===== config.mk =====
export PLATFORM = sky130hd
export DESIGN_NAME = spi_slave_shifter
export DESIGN_NICKNAME = d
export VERILOG_FILES = /design/src/rtl/spi_slave_shifter.sv
export SDC_FILE = /design/constraint.sdc
export NUM_CORES = 1
export LEC_CHECK = 0
export ABC_AREA = 1
export CAP_MARGIN = 10
export CORE_ASPECT_RATIO = 0.9
export CORE_MARGIN = 3
export CORE_UTILIZATION = 50
export CTS_CLUSTER_DIAMETER = 150
export DETAILED_ROUTE_END_ITERATION = 6
export PLACE_DENSITY = 0.73
export SLEW_MARGIN = 20
export SYNTH_ARGS = -nofsm -noshare
export SYNTH_HDL_FRONTEND = slang
export SYNTH_SLANG_ARGS = --single-unit

===== constraint.sdc =====
create_clock -name clk -period 1.6 [get_ports clk]
set_input_delay 0.24 -clock clk [delete_from_list [all_inputs] [get_ports clk]]
set_output_delay 0.24 -clock clk [all_outputs]
set_load 0.01 [all_outputs]

===== src/rtl/spi_slave_shifter.sv =====
// SPI slave shift engine: configurable width, CPOL/CPHA and bit order, with buffered TX and RX strobe.
// Build option: define SPI_SLAVE_UNDERRUN_EN to add the tx_underrun output.
module spi_slave_shifter #(
  parameter int          WIDTH     = 8,
  parameter int          CPOL      = 0,
  parameter int          CPHA      = 0,
  parameter int          LSB_FIRST = 0,
  parameter logic [31:0] IDLE_WORD = 32'h0000_007E
) (
  input  logic             clk,
  input  logic             rst,
  input  logic             sclk,
  input  logic             ss,
  input  logic             mosi,
  output logic             miso,
  input  logic [WIDTH-1:0] tx_data,
  input  logic             tx_load,
  output logic             tx_ready,
  output logic [WIDTH-1:0] rx_data,
  output logic             rx_valid,
  output logic             busy
`ifdef SPI_SLAVE_UNDERRUN_EN
  ,
  output logic             tx_underrun
`endif
);

  // state  | meaning
  // IDLE   | ss high, miso held low
  // LOAD   | one cycle: next TX word taken from holding buffer or IDLE_WORD
  // ACTIVE | word in progress, sample/shift on synchronised sclk edges

  localparam int CW = $clog2(WIDTH + 1);
  localparam logic [WIDTH-1:0] IDLE_W = IDLE_WORD[WIDTH-1:0];

  typedef enum logic [1:0] {ST_IDLE, ST_LOAD, ST_ACTIVE} state_t;

  state_t          state;
  logic            sclk_meta, sclk_sync, sclk_prev;
  logic            ss_meta, ss_sync, ss_prev;
  logic            mosi_meta, mosi_sync;
  logic [CW-1:0]   cnt;
  logic [WIDTH-1:0] tx_buf, tx_sr, rx_sr;
  logic            underrun;

  logic rise, fall, lead, trail, sample_edge, shift_edge, ss_fall, take_load;
  logic [WIDTH-1:0] rx_next, load_word;

  assign rise        = sclk_sync & ~sclk_prev;
  assign fall        = ~sclk_sync & sclk_prev;
  assign lead        = (CPOL == 0) ? rise : fall;
  assign trail       = (CPOL == 0) ? fall : rise;
  assign sample_edge = (CPHA == 0) ? lead : trail;
  assign shift_edge  = (CPHA == 0) ? trail : lead;
  assign ss_fall     = ss_prev & ~ss_sync;
  assign rx_next     = (LSB_FIRST != 0) ? {mosi_sync, rx_sr[WIDTH-1:1]}
                                        : {rx_sr[WIDTH-2:0], mosi_sync};
  assign load_word   = tx_ready ? IDLE_W : tx_buf;
  // A load arriving in the LOAD cycle is accepted because that cycle frees the buffer.
  assign take_load   = tx_load & (tx_ready | (state == ST_LOAD));

  function automatic logic first_bit(input logic [WIDTH-1:0] w);
    return (LSB_FIRST != 0) ? w[0] : w[WIDTH-1];
  endfunction

  function automatic logic [WIDTH-1:0] shift_out(input logic [WIDTH-1:0] w);
    return (LSB_FIRST != 0) ? {1'b0, w[WIDTH-1:1]} : {w[WIDTH-2:0], 1'b0};
  endfunction

  always_ff @(posedge clk) begin
    if (rst) begin
      state     <= ST_IDLE;
      sclk_meta <= (CPOL != 0);
      sclk_sync <= (CPOL != 0);
      sclk_prev <= (CPOL != 0);
      ss_meta   <= 1'b1;
      ss_sync   <= 1'b1;
      ss_prev   <= 1'b1;
      mosi_meta <= 1'b0;
      mosi_sync <= 1'b0;
      cnt       <= '0;
      tx_buf    <= '0;
      tx_sr     <= '0;
      rx_sr     <= '0;
      rx_data   <= '0;
      rx_valid  <= 1'b0;
      tx_ready  <= 1'b1;
      busy      <= 1'b0;
      miso      <= 1'b0;
      underrun  <= 1'b0;
    end else begin
      sclk_meta <= sclk;
      sclk_sync <= sclk_meta;
      sclk_prev <= sclk_sync;
      ss_meta   <= ss;
      ss_sync   <= ss_meta;
      ss_prev   <= ss_sync;
      mosi_meta <= mosi;
      mosi_sync <= mosi_meta;
      rx_valid  <= 1'b0;
      underrun  <= 1'b0;

      if (take_load) begin
        tx_buf   <= tx_data;
        tx_ready <= 1'b0;
      end else if (state == ST_LOAD) begin
        tx_ready <= 1'b1;
      end

      case (state)
        ST_IDLE: begin
          miso <= 1'b0;
          cnt  <= '0;
          busy <= 1'b0;
          if (ss_fall) begin
            state <= ST_LOAD;
            busy  <= 1'b1;
          end
        end
        ST_LOAD: begin
          underrun <= tx_ready;
          cnt      <= '0;
          state    <= ST_ACTIVE;
          if (CPHA == 0) begin
            miso  <= first_bit(load_word);
            tx_sr <= shift_out(load_word);
          end else begin
            tx_sr <= load_word;
          end
        end
        ST_ACTIVE: begin
          if (ss_sync) begin
            state <= ST_IDLE;
            miso  <= 1'b0;
            cnt   <= '0;
            busy  <= 1'b0;
          end else begin
            if (sample_edge) begin
              rx_sr <= rx_next;
              if (cnt == CW'(WIDTH - 1)) begin
                rx_data  <= rx_next;
                rx_valid <= 1'b1;
                cnt      <= '0;
                state    <= ST_LOAD;
              end else begin
                cnt <= cnt + CW'(1);
              end
            end
            // With CPHA=0 the trailing edge left over from the previous word carries no new bit.
            if (shift_edge && ((CPHA != 0) || (cnt != '0))) begin
              miso  <= first_bit(tx_sr);
              tx_sr <= shift_out(tx_sr);
            end
          end
        end
        default: state <= ST_IDLE;
      endcase
    end
  end

`ifdef SPI_SLAVE_UNDERRUN_EN
  assign tx_underrun = underrun;
`endif

endmodule


======== Word-level counts from Yosys, hierarchy flattened ========
Cells that the tools add are included.
cells by class
  reductions and logical operators ........ 17
  add/subtract/negate cells ............... 1
  bitwise gates (word level) .............. 10
  equal/unequal tests ..................... 10
  mux-type cells .......................... 22
operators by type and width
  kind                                                  count
  two-way mux 8 bit                                     3
  one-hot mux 8 bit (2 select lines)                    1
  two-way mux 4 bit                                     3
  inequality test 3 bit (second input constant)         3
  AND reduction 3 bit                                   3
  two-way mux 2 bit                                     4
  inequality test 2 bit (second input constant)         4
  one-hot mux 4 bit (2 select lines)                    1
  nonzero test 2 bit                                    4
  two-way mux 1 bit                                     7
  one-hot mux 2 bit (3 select lines)                    1
  AND reduction 2 bit                                   3
  NOT 1 bit                                             5
  adder 4 x 1 -> 4 bit (second input constant)          1
  AND 1 bit                                             4
  equality test 4 x 3 -> 1 bit (second input constant)  1
  AND reduction 4 bit                                   1
  nonzero test 4 bit                                    1
  OR reduction 4 bit                                    1
  one-hot mux 1 bit (3 select lines)                    1
  nonzero test 3 bit                                    1
  equality test 2 x 1 -> 1 bit (second input constant)  1
  equality test 2 bit (second input constant)           1
  zero test 2 bit                                       1
  4 further kinds                                       4
storage, ports and cells
  output and inout bits ................... 12
  input bits .............................. 14
  flip-flop bits (word level) ............. 49
  word-level logic and storage cells ...... 78

======== Longest topological paths before layout ========
Gate-level depths: netlist (run 1).
  depth after elaboration ................. 6
  gate-level depth with buffers ........... 10
  mapped depth without buffers ............ 10

======== Worst setup path after synthesis (run 1) ========
No wires, ideal clock.
  path kind ............................... register to register
  start point ............................. register state[0]
  end point ............................... register tx_sr[7]
  data arrival time ....................... 1.320 ns
  stages on the path, launching flop included .. 10
  library setup time ...................... 0.113 ns
  buffers on the path ..................... 1
  setup slack ............................. 0.168 ns
  required time ........................... 1.487 ns
  period minus slack after synthesis ...... 1.432 ns
  cell sequence ........................... dfxtp_1 > inv_1 > ha_1 > buf_6 > nor2_1 > inv_1 > o22ai_1 > nand2_1 > nand2_1 > nor2_1
between the ends
  word-level cells in the longest chain between the ends .. 3
  elaborated cells between the ends (all ways) .. 7
  those cells by class .................... 4 x eq/ne; 1 x mux; 2 x reduce/logical
ends and longest elaborated chain
  item                                                                                 line  source
  start: declaration                                                                   38    state_t state;
  start signal: assignment                                                             72    state <= ST_IDLE;
  start signal: assignment                                                             116   state <= ST_LOAD;
  start signal: assignment                                                             123   state <= ST_ACTIVE;
  equality test 2 bit / equality test 2 x 1 -> 1 bit (equally long branches)           110   case (state)
  inequality test 2 bit (no source line) / nonzero test 2 bit (equally long branches)  n/a
  AND reduction 3 bit (no source line)                                                 n/a
  end signal: assignment                                                               126   tx_sr <= shift_out(load_word);
  end signal: assignment                                                               128   tx_sr <= load_word;
  end signal: assignment                                                               152   tx_sr <= shift_out(tx_sr);
  end: declaration                                                                     43    logic [WIDTH-1:0] tx_buf, tx_sr, rx_sr;
Parallel ways exist; a longest one is shown, timed or not.
A chain may end at the register's enable or synchronous reset.

======== Worst setup path after layout (run 1) ========
  start point ............................. register tx_ready
  end point ............................... output tx_ready
RTL lines
  item                      line  source
  start: declaration        18    output logic tx_ready,
  start signal: assignment  87    tx_ready <= 1'b1;
  start signal: assignment  105   tx_ready <= 1'b0;
  start signal: assignment  107   tx_ready <= 1'b1;
No word-level cell between the ends.

==> results of run 1 <==
worst max path at each step:
| stage | cells after the start | start | endpoint |
|---|---|---|---|
| final | 1 | tx_ready | tx_ready |
| after global routing | 8 | state[0] | rx_sr[2] |
| after floorplan | 9 | state[0] | tx_sr[7] |
| after detailed placement | 9 | state[0] | tx_sr[7] |
| after CTS | 9 | state[0] | tx_sr[7] |
| after global placement | 9 | state[0] | tx_sr[7] |
metal layers:
metal,vias to the layer above,part of all wire [%]
met5,-,0
li1,933,-
met2,34,42
met1,723,53
met3,4,4.1
met4,0,0.83
layout make-up:
cell class	count	area share, %
Tap cell	46	2.26
Multi-Input combinational cell	183	37.3
Sequential cell	48	37.7
Timing Repair Buffer	35	13.2
Inverter	36	5.64
Clock inverter	2	0.540
Clock buffer	6	3.24
repair_timing:
| action | CTS | global route |
|---|---|---|
| hold endpoints to repair | 0 | 0 |
| setup endpoints to repair | 0 | 32 |
| setup buffers | 0 | 5 |
| gates resized for setup | 0 | 12 |
power by group:
part           switching (mW)  leakage, nW  internal, mW
combinational           0.542        0.696         0.369
clock                   0.401       0.0516         0.354
sequential             0.0685        0.393          1.34
stage by stage:
step | hold slack, ns | std cells | setup WS, ns
after floorplan | 0.344 | 274 | 0.168
after global placement | 0.393 | 343 | 0.0793
after detailed placement | 0.394 | 343 | 0.0249
after CTS | 0.407 | 351 | 0.0120
after global routing | 0.423 | 356 | 0.000756
final | 0.405 | 356 | 0.0977
state kept, by name, indices dropped and copies added (netlist names), 2 cells and up:
signal / cells
rx_data: 8
tx_buf: 8
rx_sr: 7
tx_sr: 7
cnt: 4
state: 2
cells in the final DEF, fill, tap and decap left out, types with 2 or more instances in the layout:
cell / synthesis / final
buf_4: 0 / 9
nand3b_1: 2 / 2
or2_2: 2 / 2
o21ai_1: 0 / 2
nand2_4: 3 / 2
nand2_2: 1 / 2
nand2_1: 47 / 46
ha_1: 6 / 5
nand3_1: 17 / 17
a22oi_1: 5 / 5
dfxtp_1: 48 / 47
nor2_1: 55 / 52
nor2_2: 0 / 3
a21oi_1: 15 / 15
o21ai_0: 21 / 19
inv_2: 1 / 2
inv_1: 34 / 32
clkdlybuf4s50_1: 0 / 25
clkbuf_8: 0 / 6
cell families after synthesis:
| kind of cell | synth area share (%) |
|---|---|
| buffers and inverters | 8.63 |
| AO/OA/AOI/OAI | 12.0 |
| flip-flops | 46.7 |
| AND/OR/NAND/NOR | 29.1 |
| adder cells (fa/ha/maj) | 3.65 |
==> impl_metrics.csv, run 1 <==
group,metric,value,unit
status,status,"complete, no violations",
floorplanning,die_x,73.7,um
place,dpl.hpwl,2800,um
power_and_ir_drop,irDropWorstVdd,725,uV
critical_path,r2r_setup_slack,0.11,ns
routing,post-route-drc-count,0,
flow_run,drv_cap,0,
logic_synthesis,postSynthNetCount,294,
floorplanning,num_io_pins,26,
global_routing,met1_usage,26.2,%
routing,ant_nets,0,
logic_synthesis,yosysMostFrequentCell,"nor2_1",
logic_synthesis,synth_seq_cells,48,
sta,tns,0,ns
clocking,hold_buffers,0,
floorplanning,start_util,53.7,%
finish,fill_cells,327,
finish,finish.instance_area,0.00255,mm2
routing,routedWlPerCell,11.2,um
global_routing,grt_pass1_vias,1477,
sta,final.setup_skew,0.0125,ns
floorplanning,coreArea,0.00384,mm2
sta,finalHoldViolCount,0,
sta,setup_viol,0,
sta,relSlewSlack,79.2,%
worst_hold_path,min_path_type,"register to register",
logic_synthesis,synth-edff-count,0,
global_routing,grt.met2_usage,24.9,%
clocking,clk_pin_slew_worst_paths,0.09,ns
finish,syn_to_final_growth,23.8,%
finish,regArea,962,um2
power_and_ir_drop,p_total,3.08,mW
global_routing,grt_max_degree,33,
clocking,cts_tree,"built",
place,place.gp.congestion,0.898,
finish,n_antenna_cell,0,
critical_path,worstSetupEndpointType,"primary output",
sta,worst_pin_slew,0.311,ns
sta,max_freq,666,MHz
critical_path,critPathMaxStageDelay,0.56,ns
global_routing,grt_pass1_wl,6780,um
routing,wl,4000,um
power_and_ir_drop,p_per_area,1210,mW/mm2
critical_path,crit_required,1.36,ns
global_routing,busiest_layer,"met1",
finish,multi_input_area,952,um2
clocking,clk_path_buf_depth,2,
logic_synthesis,synth_cells,274,
place,place.port_buffers,25,
logic_synthesis,synth_warnings,0,
critical_path,path_buf_inv,1,
critical_path,crit_arrival,1.26,ns
sta,slew_viol_final,0,
floorplanning,rows,21,
routing,initialDrtViolationCount,136,
critical_path,critPathKind,"register to primary output",
finish,nets,329,
worst_hold_path,whs_path_depth,2,
critical_path,crit_chain,"clkdlybuf4s50_1",
critical_path,reg2reg_from,"state[0]",
clocking,h-tree-depth,2,
critical_path,worstSetupStartpointType,"register",
logic_synthesis,synthTopCellsByCount,"nor2_1 (55), dfxtp_1 (48), nand2_1 (47)",
logic_synthesis,post-synth-top-area-cell,"dfxtp_1",
floorplanning,dieArea,0.00493,mm2
clocking,cts_root_buffer,"clkbuf_8",
global_routing,grt-ovfl-total,0,
global_routing,antenna_found_initial,0,
global_routing,grt_use_met3,4.52,%
critical_path,critPathTopFamily,"buffers and inverters",
logic_synthesis,synthesis.area,0.00206,mm2
worst_hold_path,worstHoldStart,"sclk_meta",
routing,via_per_inst,4.76,
clocking,clock_latency,0.30,ns
routing,drt_first_pass_iters,5,
sta,timing.final.crit_share,93.9,%
logic_synthesis,synth_async_sr_flop_share,0,%
finish,finish.utilization,66.5,%
floorplanning,die_h,66.9,um
logic_synthesis,avgSynthCellArea,7.52,um2
clocking,cts.sinks,48,
global_routing,grt_usage,17.6,%
place,placed_area,0.00238,mm2
critical_path,path_max_fanout,4,
finish,layout-drive-gt1-share,12.6,%
routing,vias,1694,
worst_hold_path,holdPathEnd,"sclk_sync",
critical_path,worstReg2RegEnd,"state[1]",
critical_path,crit_slowest_cell,"clkdlybuf4s50_1",
critical_path,r2r_cells,9,
logic_synthesis,ys_seq_area_share,46.7,%
power_and_ir_drop,power.leakage,1.14,nW
logic_synthesis,yosysTopAreaCellShare,46.7,%
logic_synthesis,synthDistinctLibCells,27,
sta,grt_setup_unrepaired,"no",
logic_synthesis,synth_top_cells_by_area,"dfxtp_1 (47%), nor2_1 (10%), nand2_1 (8.6%)",
sta,period_minus_slack,1.50,ns
logic_synthesis,synthFlopType,"dfxtp_1",
clocking,cts_buffers,5,
(Power assumes the default switching activity.)
==> run 2: changes to the inputs <==
--- a/config.mk
+++ b/config.mk
@@ -9,10 +9,10 @@
 export CAP_MARGIN = 10
 export CORE_ASPECT_RATIO = 0.9
 export CORE_MARGIN = 3
-export CORE_UTILIZATION = 50
+export CORE_UTILIZATION = 49
 export CTS_CLUSTER_DIAMETER = 150
 export DETAILED_ROUTE_END_ITERATION = 6
-export PLACE_DENSITY = 0.73
+export PLACE_DENSITY = 0.75
 export SLEW_MARGIN = 20
 export SYNTH_ARGS = -nofsm -noshare
 export SYNTH_HDL_FRONTEND = slang
==> constraint.sdc (replaced) <==
create_clock -name clk -period 1.29 [get_ports clk]
set_input_delay 0.1935 -clock clk [delete_from_list [all_inputs] [get_ports clk]]
set_output_delay 0.1935 -clock clk [all_outputs]
set_load 0.01 [all_outputs]
==> impl_metrics.csv, run 2 (synthesis gave the netlist of run 1 again) <==
group,metric,value,unit
critical_path,worstSetupEndpointType,"register",
floorplanning,die_x,74.3,um
routing,vias,1977,
power_and_ir_drop,p_clk_share,23.2,%
place,dpl.hpwl,3130,um
critical_path,crit_required,1.54,ns
power_and_ir_drop,power.leakage,1.43,nW
power_and_ir_drop,p_int,3.22,mW
global_routing,grt_pass1_vias,1744,
worst_hold_path,min_path_type,"input port to register",
clocking,clock_latency,0.31,ns
routing,drt_first_pass_iters,4,
power_and_ir_drop,sequentialPowerShare,35.8,%
finish,nets,351,
finish,layout-drive-gt1-share,35.5,%
global_routing,grt_usage,20.0,%
finish,final_common_cell,"dfxtp_1",
status,status,"finished, violations left",
critical_path,worstSetupStartpointType,"register",
floorplanning,dieArea,0.00502,mm2
routing,routedWlPerCell,14.8,um
sta,period_minus_slack,1.40,ns
clocking,cts_buffers,5,
clocking,clk_path_buf_depth,2,
floorplanning,coreArea,0.00389,mm2
routing,post-route-drc-count,0,
sta,worst_pin_slew,0.283,ns
power_and_ir_drop,p_comb_share,41.0,%
finish,syn_to_final_growth,51.2,%
power_and_ir_drop,p_sw,1.74,mW
routing,initialDrtViolationCount,144,
floorplanning,rows,21,
finish,fill_cells,248,
clocking,clk_pin_slew_worst_paths,0.09,ns
global_routing,grt-ovfl-total,0,
flow_run,drv_cap,0,
routing,ant_nets,0,
global_routing,grt_max_degree,33,
power_and_ir_drop,switching_share,35.1,%
critical_path,path_max_fanout,8,
routing,wl,5600,um
sta,setup_ws,-0.109,ns
sta,grt_setup_unrepaired,"yes",
finish,reg.largest.list,"rx_data: 8 flops, tx_buf: 8 flops",
critical_path,critPathKind,"register to register",
sta,slew_viol_final,0,
global_routing,antenna_found_initial,0,
clocking,h-tree-depth,2,
clocking,cts_tree,"built",
floorplanning,die_h,67.5,um
power_and_ir_drop,p_per_area,1590,mW/mm2
floorplanning,start_util,53.0,%
sta,relSlewSlack,81.1,%
critical_path,crit_arrival,1.65,ns
sta,final.setup_skew,0.00806,ns
finish,mostFrequentLayoutCells,"dfxtp_1 (44), nor2_1 (42), nand2_1 (38), inv_1 (26), buf_4 (20)",
routing,via_per_inst,5.23,
clocking,cts_root_buffer,"clkbuf_8",
sta,whs,0.386,ns
finish,n_antenna_cell,0,
status,violations,"negative setup slack",
global_routing,grt_pass1_wl,7730,um
sta,setup_viol,38,
floorplanning,num_io_pins,26,
sta,finalHoldViolCount,0,
place,place.port_buffers,25,
finish,finish.utilization,80.1,%
sta,timing.final.crit_share,108,%
place,place.gp.congestion,0.828,
sta,max_freq,715,MHz
power_and_ir_drop,irDropWorstVdd,950,uV
clocking,cts.sinks,48,
run 2: cell types whose count changed in the layout (fill, tap and decap cells not counted), sizes merged:
| cell | change |
|---|---|
| clkinvlp | -1 |
| clkdlybuf4s50 | -12 |
| buf | +21 |
| nand2 | +1 |
| dlygate4sd2 | +12 |
| bufinv | +1 |
run 2: layout make-up:
type / instances / area [um2] / share of cell area, %
tap: 46 / 57.6 / 1.85
sequential: 48 / 968 / 31.1
clock buffer: 6 / 82.6 / 2.65
clock inverter: 2 / 38.8 / 1.25
inverter: 36 / 160 / 5.14
multi-input combinational: 184 / 1270 / 40.8
timing repair buffer: 56 / 536 / 17.2
run 2: timing repair:
item,CTS,global route
hold endpoints to repair,0,0
setup endpoints to repair,51,39
pin swaps,21,16
buffers inserted,2,5
hold buffers,0,0
gates resized for setup,64,63
gates cloned,1,0
run 2: path summary, 6_finish.rpt:
path	startpoint	end	slack (ns)	cells past startpoint
max reg2reg	state[0]	rx_data[4]	-0.11	9
max	state[0]	rx_data[4]	-0.11	9
min	mosi	mosi_meta	0.39	3
min reg2reg	mosi_meta	mosi_sync	0.41	2
run 2: routing by layer:
layer	GRT usage, %	share of wire [%]
met1	26.5	43
met2	33.2	51
met3	3.57	4.4
met4	6.67	1.1
met5	0	0
run 2: critical path: stages, from the launching register on:
cell and delay [ns]:
dfxtp_4 0.36, inv_4 0.07, ha_4 0.16, buf_12 0.13, nand2_8 0.06, nor2_8 0.17, nand2_8 0.10, clkinv_8 0.10
nand2_4 0.04, a21oi_2 0.13
run 2: power by group through the flow:
| stage | logic [mW] | clock network [mW] | registers [mW] |
|---|---|---|---|
| detailed placement | 1.35 | 0 | 1.78 |
| global route | 2.20 | 1.22 | 1.79 |
| finish | 2.04 | 1.15 | 1.77 |
| floorplan | 0.888 | 0 | 1.77 |
| CTS | 1.67 | 1.15 | 1.75 |
| global placement | 1.32 | 0 | 1.78 |
run 2: metrics by stage:
step / std cells / cell area [um2] / setup slack, ns / power (mW) / setup TNS [ns]
finish: 378 / 3110 / -0.109 / 4.96 / -1.99
global route: 378 / 3110 / -0.205 / 5.21 / -4.55
CTS: 373 / 2880 / -0.0755 / 4.57 / -0.819
detailed placement: 362 / 2570 / -0.163 / 3.13 / -3.44
global placement: 362 / 2570 / -0.0868 / 3.09 / -1.67
floorplan: 274 / 2080 / -0.00275 / 2.66 / -0.00275
